**config.mk**
```make
export PLATFORM = sky130hd
export DESIGN_NAME = dcache_dm
export DESIGN_NICKNAME = d
export VERILOG_FILES = /design/src/rtl/dcache_pkg.sv /design/src/rtl/dcache_data_array.sv /design/src/rtl/dcache_dm.sv
export SDC_FILE = /design/constraint.sdc
export NUM_CORES = 2
export LEC_CHECK = 0
export BUFFER_PORTS_ARGS = -buffer_cell sky130_fd_sc_hd__buf_4
export CAP_MARGIN = 15
export CORE_MARGIN = 5
export CORE_UTILIZATION = 40
export CTS_BUF_LIST = sky130_fd_sc_hd__clkbuf_8
export DETAILED_ROUTE_END_ITERATION = 8
export PLACE_DENSITY_LB_ADDON = 0.08
export RECOVER_POWER = 100
export SYNTH_ARGS = -nofsm -noshare
export SYNTH_HDL_FRONTEND = slang
export SYNTH_SLANG_ARGS = --single-unit
```
**constraint.sdc**
```tcl
create_clock -name clk -period 6 [get_ports clk]
set_input_delay 0.6 -clock clk [delete_from_list [all_inputs] [get_ports clk]]
set_output_delay 0.6 -clock clk [all_outputs]
set_load 0.01 [all_outputs]
```
**src/rtl/dcache_pkg.sv**
```systemverilog
// Shared types and width helpers for the direct-mapped write-through data cache.
package dcache_pkg;

  localparam int WORD_BYTES = 4;

  typedef enum logic [1:0] {
    IDLE   = 2'd0,
    REFILL = 2'd1,
    WRITE  = 2'd2,
    WDONE  = 2'd3
  } state_t;

  function automatic int off_w(input int words_per_line);
    return $clog2(words_per_line);
  endfunction

  function automatic int idx_w(input int lines);
    return $clog2(lines);
  endfunction

  function automatic int tag_w(input int addr_w, input int lines, input int words_per_line);
    return addr_w - $clog2(WORD_BYTES) - $clog2(words_per_line) - $clog2(lines);
  endfunction

endpackage

```
**src/rtl/dcache_data_array.sv**
```systemverilog
// Line data storage: one synchronous write port, one asynchronous read port.
module dcache_data_array
  import dcache_pkg::*;
#(
  parameter int LINES          = 16,
  parameter int WORDS_PER_LINE = 4
) (
  input  logic                             clk,
  input  logic                             i_we,
  input  logic [idx_w(LINES)-1:0]          i_wline,
  input  logic [off_w(WORDS_PER_LINE)-1:0] i_wword,
  input  logic [31:0]                      i_wd,
  input  logic [idx_w(LINES)-1:0]          i_rline,
  input  logic [off_w(WORDS_PER_LINE)-1:0] i_rword,
  output logic [31:0]                      o_rd
);

  logic [31:0] r_mem [LINES*WORDS_PER_LINE];

  always_ff @(posedge clk) begin
    if (i_we) begin
      r_mem[{i_wline, i_wword}] <= i_wd;
    end
  end

  assign o_rd = r_mem[{i_rline, i_rword}];

endmodule

```
**src/rtl/dcache_dm.sv**
```systemverilog
// Direct-mapped, write-through, no-write-allocate data cache with a one-word-per-beat
// backing-memory handshake. Define CACHE_STATS_EN to build saturating load hit/miss counters.
module dcache_dm
  import dcache_pkg::*;
#(
  parameter int LINES          = 16,
  parameter int WORDS_PER_LINE = 4,
  parameter int ADDR_W         = 32
) (
  input  logic              clk,
  input  logic              reset,
  input  logic              cpu_re,
  input  logic              cpu_we,
  input  logic [ADDR_W-1:0] cpu_addr,
  input  logic [31:0]       cpu_wd,
  output logic [31:0]       cpu_rd,
  output logic              stall,
  output logic              mem_req,
  output logic              mem_we,
  output logic [ADDR_W-1:0] mem_addr,
  output logic [31:0]       mem_wd,
  input  logic [31:0]       mem_rd,
  input  logic              mem_ready,
  output logic [31:0]       hit_count,
  output logic [31:0]       miss_count
);

  localparam int BYTE_W = $clog2(WORD_BYTES);
  localparam int OFF_W  = off_w(WORDS_PER_LINE);
  localparam int IDX_W  = idx_w(LINES);
  localparam int TAG_W  = tag_w(ADDR_W, LINES, WORDS_PER_LINE);
  localparam logic [OFF_W-1:0] BEAT_LAST = OFF_W'(WORDS_PER_LINE - 1);

  state_t            r_state, w_next;
  logic [LINES-1:0]  r_valid;
  logic [TAG_W-1:0]  r_tag [LINES];
  logic              r_mem_req, r_mem_we;
  logic [ADDR_W-1:0] r_mem_addr;
  logic [31:0]       r_mem_wd;
  logic [OFF_W-1:0]  r_beat;

  logic [OFF_W-1:0]  w_off, w_m_off, w_arr_word;
  logic [IDX_W-1:0]  w_idx, w_m_idx;
  logic [TAG_W-1:0]  w_tag, w_m_tag;
  logic              w_hit, w_m_hit, w_stall, w_arr_we, w_last_beat, w_unused;
  logic [31:0]       w_arr_wd, w_arr_rd;

  assign w_off   = cpu_addr[BYTE_W +: OFF_W];
  assign w_idx   = cpu_addr[BYTE_W+OFF_W +: IDX_W];
  assign w_tag   = cpu_addr[ADDR_W-1 -: TAG_W];
  assign w_hit   = r_valid[w_idx] && (r_tag[w_idx] == w_tag);

  // In-flight transactions are tracked through the registered beat address,
  // so the line being filled or written does not depend on cpu_addr holding still.
  assign w_m_off = r_mem_addr[BYTE_W +: OFF_W];
  assign w_m_idx = r_mem_addr[BYTE_W+OFF_W +: IDX_W];
  assign w_m_tag = r_mem_addr[ADDR_W-1 -: TAG_W];
  assign w_m_hit = r_valid[w_m_idx] && (r_tag[w_m_idx] == w_m_tag);

  assign w_last_beat = (r_state == REFILL) && mem_ready && (r_beat == BEAT_LAST);
  assign w_unused    = ^{cpu_addr[BYTE_W-1:0], r_mem_addr[BYTE_W-1:0]};

  always_ff @(posedge clk or posedge reset) begin
    if (reset) r_state <= IDLE;
    else       r_state <= w_next;
  end

  always_comb begin
    w_next = r_state;
    case (r_state)
      IDLE:    if (cpu_we) w_next = WRITE;
               else if (cpu_re && !w_hit) w_next = REFILL;
      REFILL:  if (w_last_beat) w_next = IDLE;
      WRITE:   if (mem_ready) w_next = WDONE;
      WDONE:   w_next = IDLE;
      default: w_next = IDLE;
    endcase
  end

  always_comb begin
    w_stall = 1'b0;
    cpu_rd  = '0;
    case (r_state)
      IDLE: begin
        w_stall = cpu_we || (cpu_re && !w_hit);
        cpu_rd  = w_arr_rd;
      end
      REFILL, WRITE: w_stall = 1'b1;
      default:       w_stall = 1'b0;
    endcase
  end

  always_ff @(posedge clk or posedge reset) begin
    if (reset) begin
      r_valid    <= '0;
      r_mem_req  <= 1'b0;
      r_mem_we   <= 1'b0;
      r_mem_addr <= '0;
      r_mem_wd   <= '0;
      r_beat     <= '0;
    end else begin
      case (r_state)
        IDLE: begin
          if (cpu_we) begin
            r_mem_addr <= {cpu_addr[ADDR_W-1:BYTE_W], {BYTE_W{1'b0}}};
            r_mem_wd   <= cpu_wd;
            r_mem_req  <= 1'b1;
            r_mem_we   <= 1'b1;
          end else if (cpu_re && !w_hit) begin
            r_mem_addr <= {cpu_addr[ADDR_W-1:BYTE_W+OFF_W], {(BYTE_W+OFF_W){1'b0}}};
            r_mem_req  <= 1'b1;
            r_mem_we   <= 1'b0;
            r_beat     <= '0;
          end
        end
        REFILL: begin
          if (mem_ready) begin
            r_beat     <= r_beat + 1'b1;
            r_mem_addr <= r_mem_addr + ADDR_W'(WORD_BYTES);
            if (r_beat == BEAT_LAST) begin
              r_valid[w_m_idx] <= 1'b1;
              r_mem_req        <= 1'b0;
            end
          end
        end
        WRITE: begin
          if (mem_ready) begin
            r_mem_req <= 1'b0;
            r_mem_we  <= 1'b0;
          end
        end
        default: ;
      endcase
    end
  end

  always_ff @(posedge clk) begin
    if (w_last_beat) r_tag[w_m_idx] <= w_m_tag;
  end

  // Refill beats and write hits share the single array write port; they never overlap.
  always_comb begin
    w_arr_we   = 1'b0;
    w_arr_word = r_beat;
    w_arr_wd   = mem_rd;
    if (r_state == REFILL) begin
      w_arr_we = mem_ready;
    end else if (r_state == WRITE && w_m_hit) begin
      w_arr_we   = mem_ready;
      w_arr_word = w_m_off;
      w_arr_wd   = r_mem_wd;
    end
  end

  dcache_data_array #(
    .LINES          (LINES),
    .WORDS_PER_LINE (WORDS_PER_LINE)
  ) u_data (
    .clk     (clk),
    .i_we    (w_arr_we),
    .i_wline (w_m_idx),
    .i_wword (w_arr_word),
    .i_wd    (w_arr_wd),
    .i_rline (w_idx),
    .i_rword (w_off),
    .o_rd    (w_arr_rd)
  );

  assign stall    = w_stall;
  assign mem_req  = r_mem_req;
  assign mem_we   = r_mem_we;
  assign mem_addr = r_mem_addr;
  assign mem_wd   = r_mem_wd;

`ifdef CACHE_STATS_EN
  logic [31:0] r_hit_cnt, r_miss_cnt;

  always_ff @(posedge clk or posedge reset) begin
    if (reset) begin
      r_hit_cnt  <= '0;
      r_miss_cnt <= '0;
    end else begin
      if (r_state == IDLE && cpu_re && !cpu_we && w_hit && !w_stall && r_hit_cnt != '1)
        r_hit_cnt <= r_hit_cnt + 32'd1;
      if (r_state == IDLE && w_next == REFILL && r_miss_cnt != '1)
        r_miss_cnt <= r_miss_cnt + 32'd1;
    end
  end

  assign hit_count  = r_hit_cnt;
  assign miss_count = r_miss_cnt;
`else
  assign hit_count  = '0;
  assign miss_count = '0;
`endif

endmodule

```
# After elaboration in Yosys (flattened, before gate mapping)

Memory sizes are Yosys's and may differ from the RTL's.
Index checks and enable logic that the tools add are counted.

Flip-flop bits (word level): 86
Bits in writable memories: 2432
Input bits: 101
Output and inout port bits: 163
Logic and storage cells: 89
Memories: 2

Memory list:

| memory       | depth | bits a word | rd ports | clocked after memory_dff | write ports | RTL line                | text |
|---|---|---|---|---|---|---|---|
| u_data.r_mem | 64    | 32          | 1        | 0                        | 1           | dcache_data_array.sv:18 | `logic [31:0] r_mem [LINES*WORDS_PER_LINE];` |
| r_tag        | 16    | 24          | 2        | 0                        | 1           | dcache_dm.sv:36         | `logic [TAG_W-1:0] r_tag [LINES];` |

Add/subtract/negate cells: 2
Magnitude comparators: 3
Equality and inequality tests: 13
Mux-type cells: 40
Bitwise logic cells: 1
Reduce and logical (&&, ||, !) cells: 21

Operator list:

| operator                                                                             | count |
|---|---|
| 32-bit 2-to-1 mux                                                                    | 6 |
| 32-bit one-hot mux with 2 select lines                                               | 1 |
| 24-bit equality test                                                                 | 2 |
| 32-bit by 3-bit adder with 32-bit output (second input constant)                     | 1 |
| 2-bit 2-to-1 mux                                                                     | 9 |
| 1-bit 2-to-1 mux                                                                     | 16 |
| 16-bit OR                                                                            | 1 |
| 3-bit AND reduction                                                                  | 4 |
| 4-bit by 5-bit less-than comparator with 1-bit output (second input constant)        | 2 |
| 2-bit != test (second input constant)                                                | 5 |
| 1-bit binary-select mux with 4-bit select                                            | 2 |
| 2-bit one-hot mux with 4 select lines                                                | 1 |
| 1-bit logical AND                                                                    | 7 |
| 2-bit equality test (second input constant)                                          | 3 |
| 5-bit AND reduction                                                                  | 1 |
| 1-bit demux with 4-bit select                                                        | 1 |
| 4-bit by 1-bit greater-or-equal comparator with 1-bit output (second input constant) | 1 |
| 1-bit one-hot mux with 2 select lines                                                | 2 |
| 2-bit one-hot mux with 2 select lines                                                | 1 |
| 4-bit AND reduction                                                                  | 1 |
| 2-bit nonzero test                                                                   | 2 |
| 3-bit != test (second input constant)                                                | 1 |
| 1-bit one-hot mux with 3 select lines                                                | 1 |
| 3-bit nonzero test                                                                   | 1 |
| other kinds (8)                                                                      | 8 |

# Depth between registers and ports, before layout

Depth after elaboration: 8
Gate-level depth with buffers: 16
Depth with buffers taken out: 10

# Cells and area by module

From an unflattened synthesis, not the netlist that was laid out.

Cell total of the unflattened synthesis: 4784
Area, all modules: 101858.9 µm²

By module, submodules not included:

| module            | instances | cells each | area an instance (µm²) | sequential area each (µm²) |
|---|---|---|---|---|
| dcache_data_array | 1         | 3292       | 77874.7                | 61499.0 |
| dcache_dm         | 1         | 1492       | 23984.3                | 13633.1 |

# Worst setup path before layout

OpenSTA, ideal clock, no wires.

Path type: register -> register
Start point: register r_mem_addr[4], in the netlist mem_addr[4]
End point: memory u_data.r_mem[40][0], enable pin
Setup time: 0.468 ns
Arrival time: 5.473 ns
Data required time: 5.532 ns
Setup slack: 0.059 ns
Stages on the path, launching flop included: 13
Path buffers: 3
Clock period less this slack: 5.941 ns
Cell sequence: dfrtp_1 buf_2 buf_2 mux4_2 mux4_2 xnor2_1 nand4_1 nor4_2 nand2_1 buf_2 nand2_2 nand3_1 nor3b_1

Word-level cells in the longest chain between the ends: 8
Elaborated cells on any way between the ends: 12
Those cells by class: eq/ne (1); mux (8); reduce/logical (2); memory (1)

Ends and longest elaborated chain:

| what                                                                                        | RTL line                | text |
|---|---|---|
| start, declared                                                                             | dcache_dm.sv:38         | `logic [ADDR_W-1:0] r_mem_addr;` |
| start signal, assigned                                                                      | dcache_dm.sv:105        | `r_mem_addr <= {cpu_addr[ADDR_W-1:BYTE_W], {BYTE_W{1'b0}}};` |
| start signal, assigned                                                                      | dcache_dm.sv:110        | `r_mem_addr <= {cpu_addr[ADDR_W-1:BYTE_W+OFF_W], {(BYTE_W+OFF_W){1'b0}}};` |
| start signal, assigned                                                                      | dcache_dm.sv:119        | `r_mem_addr <= r_mem_addr + ADDR_W'(WORD_BYTES);` |
| memory read 16 x 24 bit / 1-bit binary-select mux with 4-bit select (equally long branches) | -                       |  |
| 24-bit equality test / 1-bit 2-to-1 mux (equally long branches)                             | dcache_dm.sv:58         | `assign w_m_hit = r_valid[w_m_idx] && (r_tag[w_m_idx] == w_m_tag);` |
| 1-bit logical AND                                                                           | dcache_dm.sv:58         |  |
| 1-bit logical AND                                                                           | dcache_dm.sv:148        | `end else if (r_state == WRITE && w_m_hit) begin` |
| 1-bit 2-to-1 mux                                                                            | dcache_dm.sv:148        |  |
| 1-bit 2-to-1 mux                                                                            | dcache_dm.sv:146        | `if (r_state == REFILL) begin` |
| 1-bit 2-to-1 mux                                                                            | dcache_data_array.sv:21 | `if (i_we) begin` |
| 1-bit 2-to-1 mux (implied by the code)                                                      | dcache_data_array.sv:22 | `r_mem[{i_wline, i_wword}] <= i_wd;` |
| end, declared                                                                               | dcache_data_array.sv:18 |  |

Several ways; a longest one is shown, not always the timed one. The select of a mux whose other input is x is not followed.

# Worst setup path in the final report

Start point: register r_mem_addr[4], in the netlist mem_addr[4]
End point: memory u_data.r_mem[54][13], enable pin

Same word-level chain as after synthesis.

==> metrics <==
pin count of the biggest net entering global routing=86; sequential element share of the synthesized area=0.739; yosys synthesis warning count=0; reg-to-reg critical path endpoint=u_data.r_mem[54][13]; first-pass GRT wire length=414 mm; flip-flop and latch count after synthesis=2,516; Setup crit end kind=flip-flop; max-slew violation count=620; r2r startpoint=mem_addr[4]; post-detailed-route via-to-cell ratio=5.69; DIE HEIGHT=between 500 and 600 um; VDD IR max=between 0.2 and 0.3 mV; sum of routed wire length over all layers=roughly 300 mm; HPWL after detailed placement=173 mm; Finished Core Util=0.461; TritonCTS clock tree=done; clock buffer depth=4; maximum fanout along the worst path=32; number of standard-cell rows in the floorplan=185; Worst path max stage delay=850 ps; vias in the first global route=52,900; clock transition at the registers of the reported paths=60 ps; Max stage delay cell, worst path=sky130_fd_sc_hd__dfrtp_4; per-instance average area after synthesis=22.5 um^2; Most common cell on crit path=sky130_fd_sc_hd__buf_4; met3 wire length=16.3 mm; fraction of registers with async set/reset=0.0334; kind of cell adding the most delay to the critical path=buffers and inverters; leakage power figure=37.7 nW; length of the first detailed-routing pass in iterations=6; logic depth of the worst register-to-register path=16; relative slew slack=-0.882; DRC violation count after routing=0; I/O pin count=approximately 260; final worst-path cycle share=0.955; top cells by area, synth=sky130_fd_sc_hd__edfxtp_1 (72%), sky130_fd_sc_hd__mux4_2 (19%), sky130_fd_sc_hd__dfrtp_1 (2.1%); post-synthesis to final-layout area growth=14.9%; predominant post-synthesis flop cell=sky130_fd_sc_hd__edfxtp_1; number of buffers inserted during clock tree synthesis=between 400 and 500; top routing layer in use=met5; Core Region=0.253 mm^2; flop2flop setup slack=270 ps; start point of the worst min-delay path=mem_rd[28]; hold crit path type=in2reg; final net count=around 5,400; worst-margin pin slew=2810 ps; Critical Path Start Type=flip-flop; Mapped Area=0.102 mm^2; ratio of cells with drive above 1 in the final layout=0.336; initial antenna violation count=11; insertion delay to the later sink of the worst-skew pair=roughly 1100 ps; synth unique cells=69; detailed-route wire length on metal 1=122 mm; power per cell area=353 mW/mm^2; combined buffer and inverter count along the critical path=7; Detail Route met2 WL=around 150 mm; type of the worst setup path=reg2reg; sum of negative setup slack=0 ps; iteration-0 DRC count of the detailed router=4,984; die width=514 um; cell-by-cell listing of the critical path=buf_12 > buf_12 > buf_4 > mux4_2 > mux4_2 > xnor2_1 > nand4_1 > nor3_1 > buf_4 > nand2_4 > buf_4 > a31o_2 > nand2_1 > clkbuf_1 > nor2_4 > buf_8; remaining global-route overflow=0; setup repair bufs after CTS=0; Root Driver=sky130_fd_sc_hd__clkbuf_8; top cell type's share of synthesized area=0.718; Routability Congestion=0.782; Antenna Violating Nets Remaining=0; final period demand of the worst path=5730 ps; H-tree lvl count=5; endpoint with the worst hold slack=u_data.r_mem[6][28]; arrival time at the worst endpoint=6480 ps; combined global-route utilization of all metal layers=0.222; result of the run=finished with violations; Worst EP required=6750 ps; Setup Skew=120 ps; number of cells on the worst hold path=2; synthesized instance count=4,523; RSZ-0062 raised after global routing=false; library cell with the largest summed area after synthesis=sky130_fd_sc_hd__edfxtp_1; EDFF count, synth=~2,400; DIE AREA=roughly 0.26 mm^2; clock tree sinks=2,516; detailed-route wire length per cell=33.0 um; Vias=between 50,000 and 60,000; Port Buf Inserts=195; number of endpoints failing setup at the final stage=0; violated checks=capacitance limit, slew limit; FMAX=roughly 170 MHz; Fin. Hold Viols=0; Max Cap Viol=29; effective utilization at floorplan=0.401
-- worst register-to-register path: stages (launching register included) --
cell	delay, ps
sky130_fd_sc_hd__dfrtp_4	850
sky130_fd_sc_hd__buf_12	290
sky130_fd_sc_hd__buf_12	210
sky130_fd_sc_hd__buf_4	230
sky130_fd_sc_hd__mux4_2	530
sky130_fd_sc_hd__mux4_2	480
sky130_fd_sc_hd__xnor2_1	170
sky130_fd_sc_hd__nand4_1	110
sky130_fd_sc_hd__nor3_1	530
sky130_fd_sc_hd__buf_4	240
sky130_fd_sc_hd__nand2_4	80
sky130_fd_sc_hd__buf_4	210
sky130_fd_sc_hd__a31o_2	360
sky130_fd_sc_hd__nand2_1	110
sky130_fd_sc_hd__clkbuf_1	690
sky130_fd_sc_hd__nor2_4	80
sky130_fd_sc_hd__buf_8	260
-- worst max path at each step --
stage | startpoint | to | slack, ps | depth (start not counted)
6_report | mem_addr[4] | u_data.r_mem[54][13] | 270 | 16
5_1_grt | mem_addr[4] | u_data.r_mem[48][0] | 8 | 13
4_1_cts | mem_addr[4] | u_data.r_mem[27][18] | 100 | 15
3_5_place_dp | mem_addr[4] | u_data.r_mem[61][31] | 100 | 14
3_3_place_gp | mem_addr[4] | u_data.r_mem[61][31] | 80 | 14
2_1_floorplan | mem_addr[4] | u_data.r_mem[40][0] | 60 | 12
-- timing repair --
action,in CTS,in global routing
endpoints found under the setup margin,0,63
gates resized for setup,0,1
hold endpoints to repair,94,11
hold buffers,60,1
-- placed cells by master, fill, tap and decap left out, drive strengths merged, types with 15 or more instances in the layout --
cell / netlist / routed
a211oi: 33 / 33
a22oi: 30 / 30
and2: 30 / 30
buf: 181 / 299
clkbuf: 151 / 665
clkinv: 1 / 145
conb: 1 / 66
dfrtp: 84 / 84
dlygate4sd3: 0 / 61
edfxtp: 2432 / 2432
inv: 10 / 175
mux2: 72 / 72
mux2i: 121 / 121
mux4: 842 / 842
nand2: 60 / 60
nand3: 92 / 92
nand4: 15 / 15
nor2: 104 / 104
nor2b: 22 / 22
nor3: 25 / 25
or2: 23 / 23
xnor2: 47 / 47
-- registers in the layout (all words and copies together) (netlist names) --
signal and count:
u_data.r_mem 2048, mem_addr 30, mem_wd 32, mem_we 1, r_beat 2, r_tag 384
mem_req 1, r_state 2, r_valid 16
-- power breakdown --
group	leakage (nW)	total, mW	internal (mW)	switching [mW]
Clock	4.47	13.9	7.02	6.84
Sequential	22.9	20.8	20.2	0.650
Combinational	10.3	6.50	2.67	3.83
-- through the flow --
stage	area, um^2	hold WS (ps)	worst slack, ps	total power [mW]	std cells
finish	117000	204	269	41.2	8978
global route	117000	113	7.78	42.9	8976
global placement	110000	462	82.3	28.0	8141
floorplan	102000	452	59.3	24.9	4588
CTS	118000	52.0	98.2	42.0	8964
detailed placement	110000	471	95.1	28.1	8141
-- Yosys cell counts (48+ instances only) --
master	n
sky130_fd_sc_hd__nand3_1	91
sky130_fd_sc_hd__clkbuf_1	151
sky130_fd_sc_hd__nand2_1	59
sky130_fd_sc_hd__buf_2	48
sky130_fd_sc_hd__buf_1	48
sky130_fd_sc_hd__nor2_1	104
sky130_fd_sc_hd__mux2_2	72
sky130_fd_sc_hd__mux2i_1	121
sky130_fd_sc_hd__dfrtp_1	84
sky130_fd_sc_hd__edfxtp_1	2432
sky130_fd_sc_hd__buf_4	74
sky130_fd_sc_hd__mux4_2	842
-- metal layers --
layer,track usage,vias up
met1,0.302,28000
met2,0.374,1827
met3,0.0327,479
met4,0.0632,2
met5,0,-
li1,-,20800
-- logic make-up after synthesis --
| family | after synthesis | share of synthesized area |
|---|---|---|
| DFF | 2516 | 0.739 |
| muxes | 1035 | 0.206 |
| and+or+nand+nor | 424 | 0.0213 |
| buffers and inverters | 343 | 0.0169 |
| AOI/OAI and AO/OA | 148 | 0.0112 |
| xor gates and xnor gates | 50 | 0.00431 |
| adders and majority gates | 6 | 0.000739 |
| other | 1 | 0.0000369 |
-- layout make-up --
cell class,instances,area [um^2]
diodes,11,27.5
clock buffers,443,6100
clock inverters,320,1460
fillers,21600,137000
inverters,11,50.0
multi-input cells,1729,25300
flip-flops and latches,2516,75100
well taps,3366,4210
repair buffers,582,4470
No activity file was read; power rests on OpenSTA's default activity.
